$ cat config.mk
export PLATFORM = sky130hd
export DESIGN_NAME = stack_ctrl
export DESIGN_NICKNAME = d
export VERILOG_FILES = /design/src/rtl/stack_ctrl_pkg.sv /design/src/rtl/stack_ctrl_mem.sv /design/src/rtl/stack_ctrl.sv
export SDC_FILE = /design/constraint.sdc
export NUM_CORES = 2
export LEC_CHECK = 0
export BUFFER_PORTS_ARGS = -buffer_cell sky130_fd_sc_hd__buf_4
export CORE_ASPECT_RATIO = 1.25
export CORE_UTILIZATION = 30
export CTS_CLUSTER_SIZE = 20
export DETAILED_ROUTE_END_ITERATION = 10
export REMOVE_ABC_BUFFERS = 1
export SYNTH_ARGS = -nofsm -noshare
export SYNTH_HDL_FRONTEND = slang
export SYNTH_SLANG_ARGS = --single-unit
$ cat constraint.sdc
create_clock -name clk -period 6.87 [get_ports clk]
set_input_delay 1.0305 -clock clk [delete_from_list [all_inputs] [get_ports clk]]
set_output_delay 1.0305 -clock clk [all_outputs]
set_load 0.02 [all_outputs]
$ cat src/rtl/stack_ctrl_pkg.sv
// Shared sizing constants and FSM state type for the stack controller.
package stack_ctrl_pkg;

  localparam int unsigned STACK_DEPTH = 64;
  localparam int unsigned STACK_AW    = 6;
  localparam int unsigned STACK_DW    = 32;

  typedef enum logic [1:0] {
    IDLE     = 2'd0,
    DUMP_RD  = 2'd1,
    DUMP_FIN = 2'd2
  } state_t;

endpackage

$ cat src/rtl/stack_ctrl_mem.sv
// Stack storage: one write port and one synchronous read port (1-cycle latency).
// Read is read-before-write, so a same-cycle write to the read address
// returns the old contents.
module stack_mem #(
  parameter int unsigned DW = 32,
  parameter int unsigned AW = 6
) (
  input  logic          clk,
  input  logic          we,
  input  logic [AW-1:0] waddr,
  input  logic [DW-1:0] wdata,
  input  logic          re,
  input  logic [AW-1:0] raddr,
  output logic [DW-1:0] rdata
);

  logic [DW-1:0] mem [0:(1<<AW)-1];

  // Write port and registered read port; contents are never reset.
  always_ff @(posedge clk) begin
    if (we) mem[waddr] <= wdata;
    if (re) rdata <= mem[raddr];
  end

endmodule

$ cat src/rtl/stack_ctrl.sv
// Stack pointer, sticky error flags, pop read mux and contents-dump FSM.
module stack_ctrl
  import stack_ctrl_pkg::*;
(
  input  logic        clk,
  input  logic        rst,
  input  logic        push,
  input  logic        pop,
  input  logic [31:0] push_data,
  output logic [31:0] pop_data,
  output logic [6:0]  count,
  output logic        full,
  output logic        empty,
  output logic        ovf,
  output logic        unf,
  output logic        busy_err,
  input  logic        clr_err,
  input  logic        dump_start,
  output logic        dump_busy,
  output logic        dump_valid,
  output logic        dump_done,
  output logic [5:0]  dump_addr,
  output logic [31:0] dump_data
);

  state_t                state;
  logic [STACK_AW-1:0]   top_idx;
  logic [STACK_AW-1:0]   rd_idx;
  logic [STACK_AW-1:0]   pend_addr;
  logic                  rd_pend;
  logic                  rd_issue;
  logic                  acc_ok;
  logic                  do_push, do_pop, do_swap, do_pass;
  logic                  ovf_set, unf_set, berr_set;
  logic                  mem_we, mem_re;
  logic [STACK_AW-1:0]   mem_waddr, mem_raddr;
  logic [STACK_DW-1:0]   mem_rdata;
  logic [31:0]           pop_hold;
  logic                  pop_mem;

  assign full    = (count == 7'd64);
  assign empty   = (count == 7'd0);
  assign top_idx = count[STACK_AW-1:0] - STACK_AW'(1);

  assign acc_ok   = (state == IDLE) && !rst;
  assign do_push  = acc_ok &&  push && !pop && !full;
  assign do_pop   = acc_ok && !push &&  pop && !empty;
  assign do_swap  = acc_ok &&  push &&  pop && !empty;
  assign do_pass  = acc_ok &&  push &&  pop &&  empty;
  assign ovf_set  = acc_ok &&  push && !pop &&  full;
  assign unf_set  = acc_ok && !push &&  pop &&  empty;
  assign berr_set = !rst && (state != IDLE) && (push || pop);
  assign rd_issue = !rst && (state == DUMP_RD);

  assign mem_we    = do_push || do_swap;
  assign mem_waddr = do_swap ? top_idx : count[STACK_AW-1:0];
  assign mem_re    = do_pop || do_swap || rd_issue;
  assign mem_raddr = rd_issue ? rd_idx : top_idx;

  // The memory output is only valid the cycle after a read; pop_hold keeps
  // the popped word afterwards so dump reads cannot disturb pop_data.
  assign pop_data = pop_mem ? mem_rdata : pop_hold;

  stack_mem #(
    .DW (STACK_DW),
    .AW (STACK_AW)
  ) u_mem (
    .clk   (clk),
    .we    (mem_we),
    .waddr (mem_waddr),
    .wdata (push_data),
    .re    (mem_re),
    .raddr (mem_raddr),
    .rdata (mem_rdata)
  );

  // Stack pointer.
  always_ff @(posedge clk) begin
    if (rst)          count <= '0;
    else if (do_push) count <= count + 7'd1;
    else if (do_pop)  count <= count - 7'd1;
  end

  // Popped-word capture: memory-sourced pops select the RAM output for one
  // cycle, non-memory results (empty pop, pass-through) load the hold register.
  always_ff @(posedge clk) begin
    if (rst) begin
      pop_hold <= '0;
      pop_mem  <= 1'b0;
    end else begin
      if (pop_mem) pop_hold <= mem_rdata;
      pop_mem <= do_pop || do_swap;
      if (do_pass)      pop_hold <= push_data;
      else if (unf_set) pop_hold <= '0;
    end
  end

  // Sticky error flags; a coincident set beats clr_err.
  always_ff @(posedge clk) begin
    if (rst) begin
      ovf      <= 1'b0;
      unf      <= 1'b0;
      busy_err <= 1'b0;
    end else begin
      ovf      <= ovf_set  || (ovf      && !clr_err);
      unf      <= unf_set  || (unf      && !clr_err);
      busy_err <= berr_set || (busy_err && !clr_err);
    end
  end

  // Dump FSM: descending reads, data returned one cycle after each read,
  // DUMP_FIN waits for the last read to drain before pulsing dump_done.
  always_ff @(posedge clk) begin
    if (rst) begin
      state      <= IDLE;
      dump_busy  <= 1'b0;
      dump_valid <= 1'b0;
      dump_done  <= 1'b0;
      dump_addr  <= '0;
      dump_data  <= '0;
      rd_idx     <= '0;
      rd_pend    <= 1'b0;
      pend_addr  <= '0;
    end else begin
      dump_valid <= rd_pend;
      if (rd_pend) begin
        dump_addr <= pend_addr;
        dump_data <= mem_rdata;
      end
      rd_pend <= 1'b0;
      case (state)
        IDLE: begin
          if (dump_start) begin
            dump_busy <= 1'b1;
            if (empty) begin
              state <= DUMP_FIN;
            end else begin
              state  <= DUMP_RD;
              rd_idx <= top_idx;
            end
          end
        end
        DUMP_RD: begin
          rd_pend   <= 1'b1;
          pend_addr <= rd_idx;
          if (rd_idx == '0) state <= DUMP_FIN;
          else              rd_idx <= rd_idx - STACK_AW'(1);
        end
        DUMP_FIN: begin
          if (!rd_pend) begin
            if (!dump_done) begin
              dump_done <= 1'b1;
            end else begin
              dump_done <= 1'b0;
              dump_busy <= 1'b0;
              state     <= IDLE;
            end
          end
        end
        default: begin
          state     <= IDLE;
          dump_busy <= 1'b0;
        end
      endcase
    end
  end

endmodule
==> impl_metrics.csv <==
group,metric,value,unit
final_layout,multiInputGateArea,22200,µm²
clock_network,cts_buffers,194,
timing,min_period_over_period,71.6,%
setup_path,crit_type,"reg -> reg",
clock_network,cts_sinks,2179,
route,post-route-drc-count,0,
logic_synthesis,netlist_area,87700,µm²
setup_path,cp-end-kind,"flip-flop",
route,drt_pass1_iterations,6,
final_layout,finalInstanceArea,99900,µm²
setup_path,cp_max_fo,13,
setup_path,arrival,5420,ps
timing,slew_headroom,10.4,%
logic_synthesis,synth_edf_count,2080,
final_layout,n_fill_cell,27300,
timing,finalSetupViolations,0,
floorplan,fp.dieW,486,µm
floorplan,num_io_pins,123,
logic_synthesis,yosysSeqAreaShare,73.5,%
clock_network,post_cts_buffers,0,
placement,hpwl,134000,µm
final_layout,final_core_util,34.4,%
timing,tightest_slew,1340,ps
timing,fin_skew,49.6,ps
placement,dpl.cell_count,8809,
final_layout,syn2layout_area_growth,14.0,%
logic_synthesis,synth_seq_cells,2179,
route,wire_per_inst,25.1,µm
clock_network,clock-root-buffer,"clkbuf_16",
floorplan,die_y,606,µm
power_and_ir_drop,ir_drop,0.330,mV
logic_synthesis,syn_avg_cell_area,17.3,µm²
route,viasPerCell,5.02,
placement,place_area,93700,µm²
timing,hold_viol,0,
grt,grt_pass1_vias,46000,
route,wirelength,230000,µm
flow_run,max_cap_violations,0,
clock_network,cts_buffer_depth,4,
final_layout,stdcell_count,9155,
logic_synthesis,synthArstFlopShare,0,%
clock_network,path_clk_slew,60,ps
final_layout,drive_above_1_share,17.2,%
placement,port_buffers,122,
power_and_ir_drop,leakagePower,30.2,nW
floorplan,start_util,30.2,%
clock_network,h-tree-depth,4,
grt,grt_overflow,0,
clock_network,cts_hold_buf,0,
grt,grt_max_degree,152,
grt,grt_util_all_layers,15.2,%
floorplan,rows,221,
route,antenna_left,0,
final_layout,seq_area,64400,µm²
logic_synthesis,synth_flop_cell,"edfxtp_1",
floorplan,core-area,290000,µm²
outcome,status,"complete, no violations",
logic_synthesis,yosysUniqueCellTypes,50,
hold_path,hold_path.class,"reg -> reg",
final_layout,fin_nets,5263,
route,vias,45900,
clock_network,post_cts_resized,0,
clock_network,cts_tree,"done",
logic_synthesis,syn_inst,5055,
power_and_ir_drop,powerDensity,421,nW/µm²
floorplan,die_area,294000,µm²
setup_path,required,7370,ps
timing,slew_violations,0,
clock_network,clkLatencyLatePin,860,ps
timing,fin_crit,4920,ps
route,first_iter_violations,3781,
placement,place.gp.congestion,0.827,
timing,fmax,203,MHz
grt,antenna_found_initial,18,
grt,grt_pass1_wl,329000,µm
timing,rsz0062_at_grt,"false",
logic_synthesis,synth_warnings,0,
setup_path,cp-start-kind,"flip-flop",
==> routing by layer <==
| metal | up-vias | track usage [%] | wire length, µm |
|---|---|---|---|
| met5 | - | 0 | 50 |
| met3 | 347 | 1.72 | 10200 |
| met2 | 1159 | 27.7 | 119000 |
| met4 | 8 | 4.83 | 7050 |
| met1 | 24200 | 18.7 | 93300 |
| li1 | 20200 | - | - |
==> cell usage in the layout (no fill, tap or decap), types with 4 or more instances in the layout <==
cell,n
a22oi_1,36
edfxtp_1,2080
a21oi_1,27
dfxtp_1,97
xor2_1,7
inv_6,5
xnor2_1,7
o21ai_0,10
clkinv_2,31
mux2_2,288
clkinvlp_4,4
clkinv_1,30
bufinv_16,19
nand3_1,12
nor2_4,71
nand2_1,308
o211ai_1,256
mux2i_1,1195
or3_1,4
or2_2,5
and4_1,32
clkbuf_16,195
diode_2,7
clkbuf_8,12
inv_1,12
buf_12,21
a32oi_1,128
nor3_1,10
buf_4,253
nand3b_1,4
ha_1,10
nor2_1,95
clkbuf_1,37
==> power breakdown <==
part / switching [mW] / total [mW] / internal [mW]
registers: 0.346 / 15.5 / 15.1
logic: 10.1 / 15.8 / 5.70
clock network: 4.76 / 10.8 / 6.05
==> cells in the mapped netlist, types with 5 or more instances <==
| master | count | area share (%) |
|---|---|---|
| a32oi_1 | 128 | 1.3 |
| buf_2 | 75 | 0.43 |
| nor2_1 | 166 | 0.71 |
| buf_1 | 12 | 0.051 |
| dfxtp_1 | 99 | 2.3 |
| xnor2_1 | 7 | 0.070 |
| mux2_2 | 288 | 3.7 |
| xor2_1 | 7 | 0.070 |
| o211ai_1 | 256 | 2.2 |
| clkbuf_1 | 144 | 0.62 |
| nor2b_1 | 5 | 0.036 |
| and4_1 | 32 | 0.32 |
| nand2_1 | 309 | 1.3 |
| o21ai_0 | 10 | 0.057 |
| buf_6 | 13 | 0.17 |
| or2_2 | 5 | 0.036 |
| nor3_1 | 10 | 0.057 |
| ha_1 | 10 | 0.14 |
| inv_1 | 12 | 0.051 |
| a22oi_1 | 36 | 0.31 |
| mux2i_1 | 1196 | 14 |
| edfxtp_1 | 2080 | 71 |
| a21oi_1 | 27 | 0.15 |
| buf_4 | 67 | 0.57 |
| nand3_1 | 13 | 0.074 |
==> cell type report <==
| type | instances | share of cell area (%) |
|---|---|---|
| multi-input combinational | 2553 | 22.2 |
| antenna | 7 | 0.0175 |
| sequential | 2179 | 64.5 |
| clock buffer | 244 | 5.19 |
| clock inverter | 95 | 0.992 |
| tap | 3791 | 4.75 |
| timing repair buffer | 274 | 2.32 |
| inverter | 12 | 0.0451 |
==> cell families after synthesis <==
kind of cell    count (synthesis)  share of synthesized area [%]
compound gates                481                           4.19
xor+xnor                       14                          0.140
fa+ha+maj                      11                          0.166
buf+inv                       323                           1.89
flops                        2179                           73.5
mux                          1484                           17.4
simple gates                  563                           2.75
==> state kept, by name, summed over array words and instances, names as in the netlist <==
name         cells
pop_hold        32
pend_addr        6
count            7
u_mem.rdata     32
state            2
unf              1
busy_err         1
dump_done        1
pop_mem          1
dump_addr        6
dump_busy        1
rd_pend          1
rd_idx           6
dump_valid       1
dump_data       32
ovf              1
u_mem.mem     2048
==> worst max-delay path: stages, from the launching register on <==
cell	delay (ps)
dfxtp_1	410
inv_1	340
ha_1	260
or4b_1	500
o311ai_1	510
a2bb2oi_1	210
o22ai_1	320
nand3_1	710
nor2_4	900
buf_4	400
==> worst paths after layout <==
path,from,to,slack [ps],cells after the start
setup / recovery,count[0],u_mem.mem[52][1],1950,9
setup reg to reg,count[0],u_mem.mem[52][1],1950,9
hold / removal,pend_addr[1],pend_addr[1],460,2
hold reg to reg,pend_addr[1],pend_addr[1],460,2
==> stage by stage <==
| step | worst slack, ps | setup TNS (ps) | power [mW] | hold slack (ps) |
|---|---|---|---|---|
| 3_5_place_dp | 1510 | 0 | 31.6 | 461 |
| 5_1_grt | 1800 | 0 | 43.6 | 495 |
| 2_1_floorplan | -71670 | -2291110 | 23.7 | 430 |
| 6_report | 1950 | 0 | 42.1 | 463 |
| 4_1_cts | 2050 | 0 | 42.4 | 462 |
| 3_3_place_gp | 1570 | 0 | 31.5 | 448 |
No activity file was read; power rests on OpenSTA's default activity.
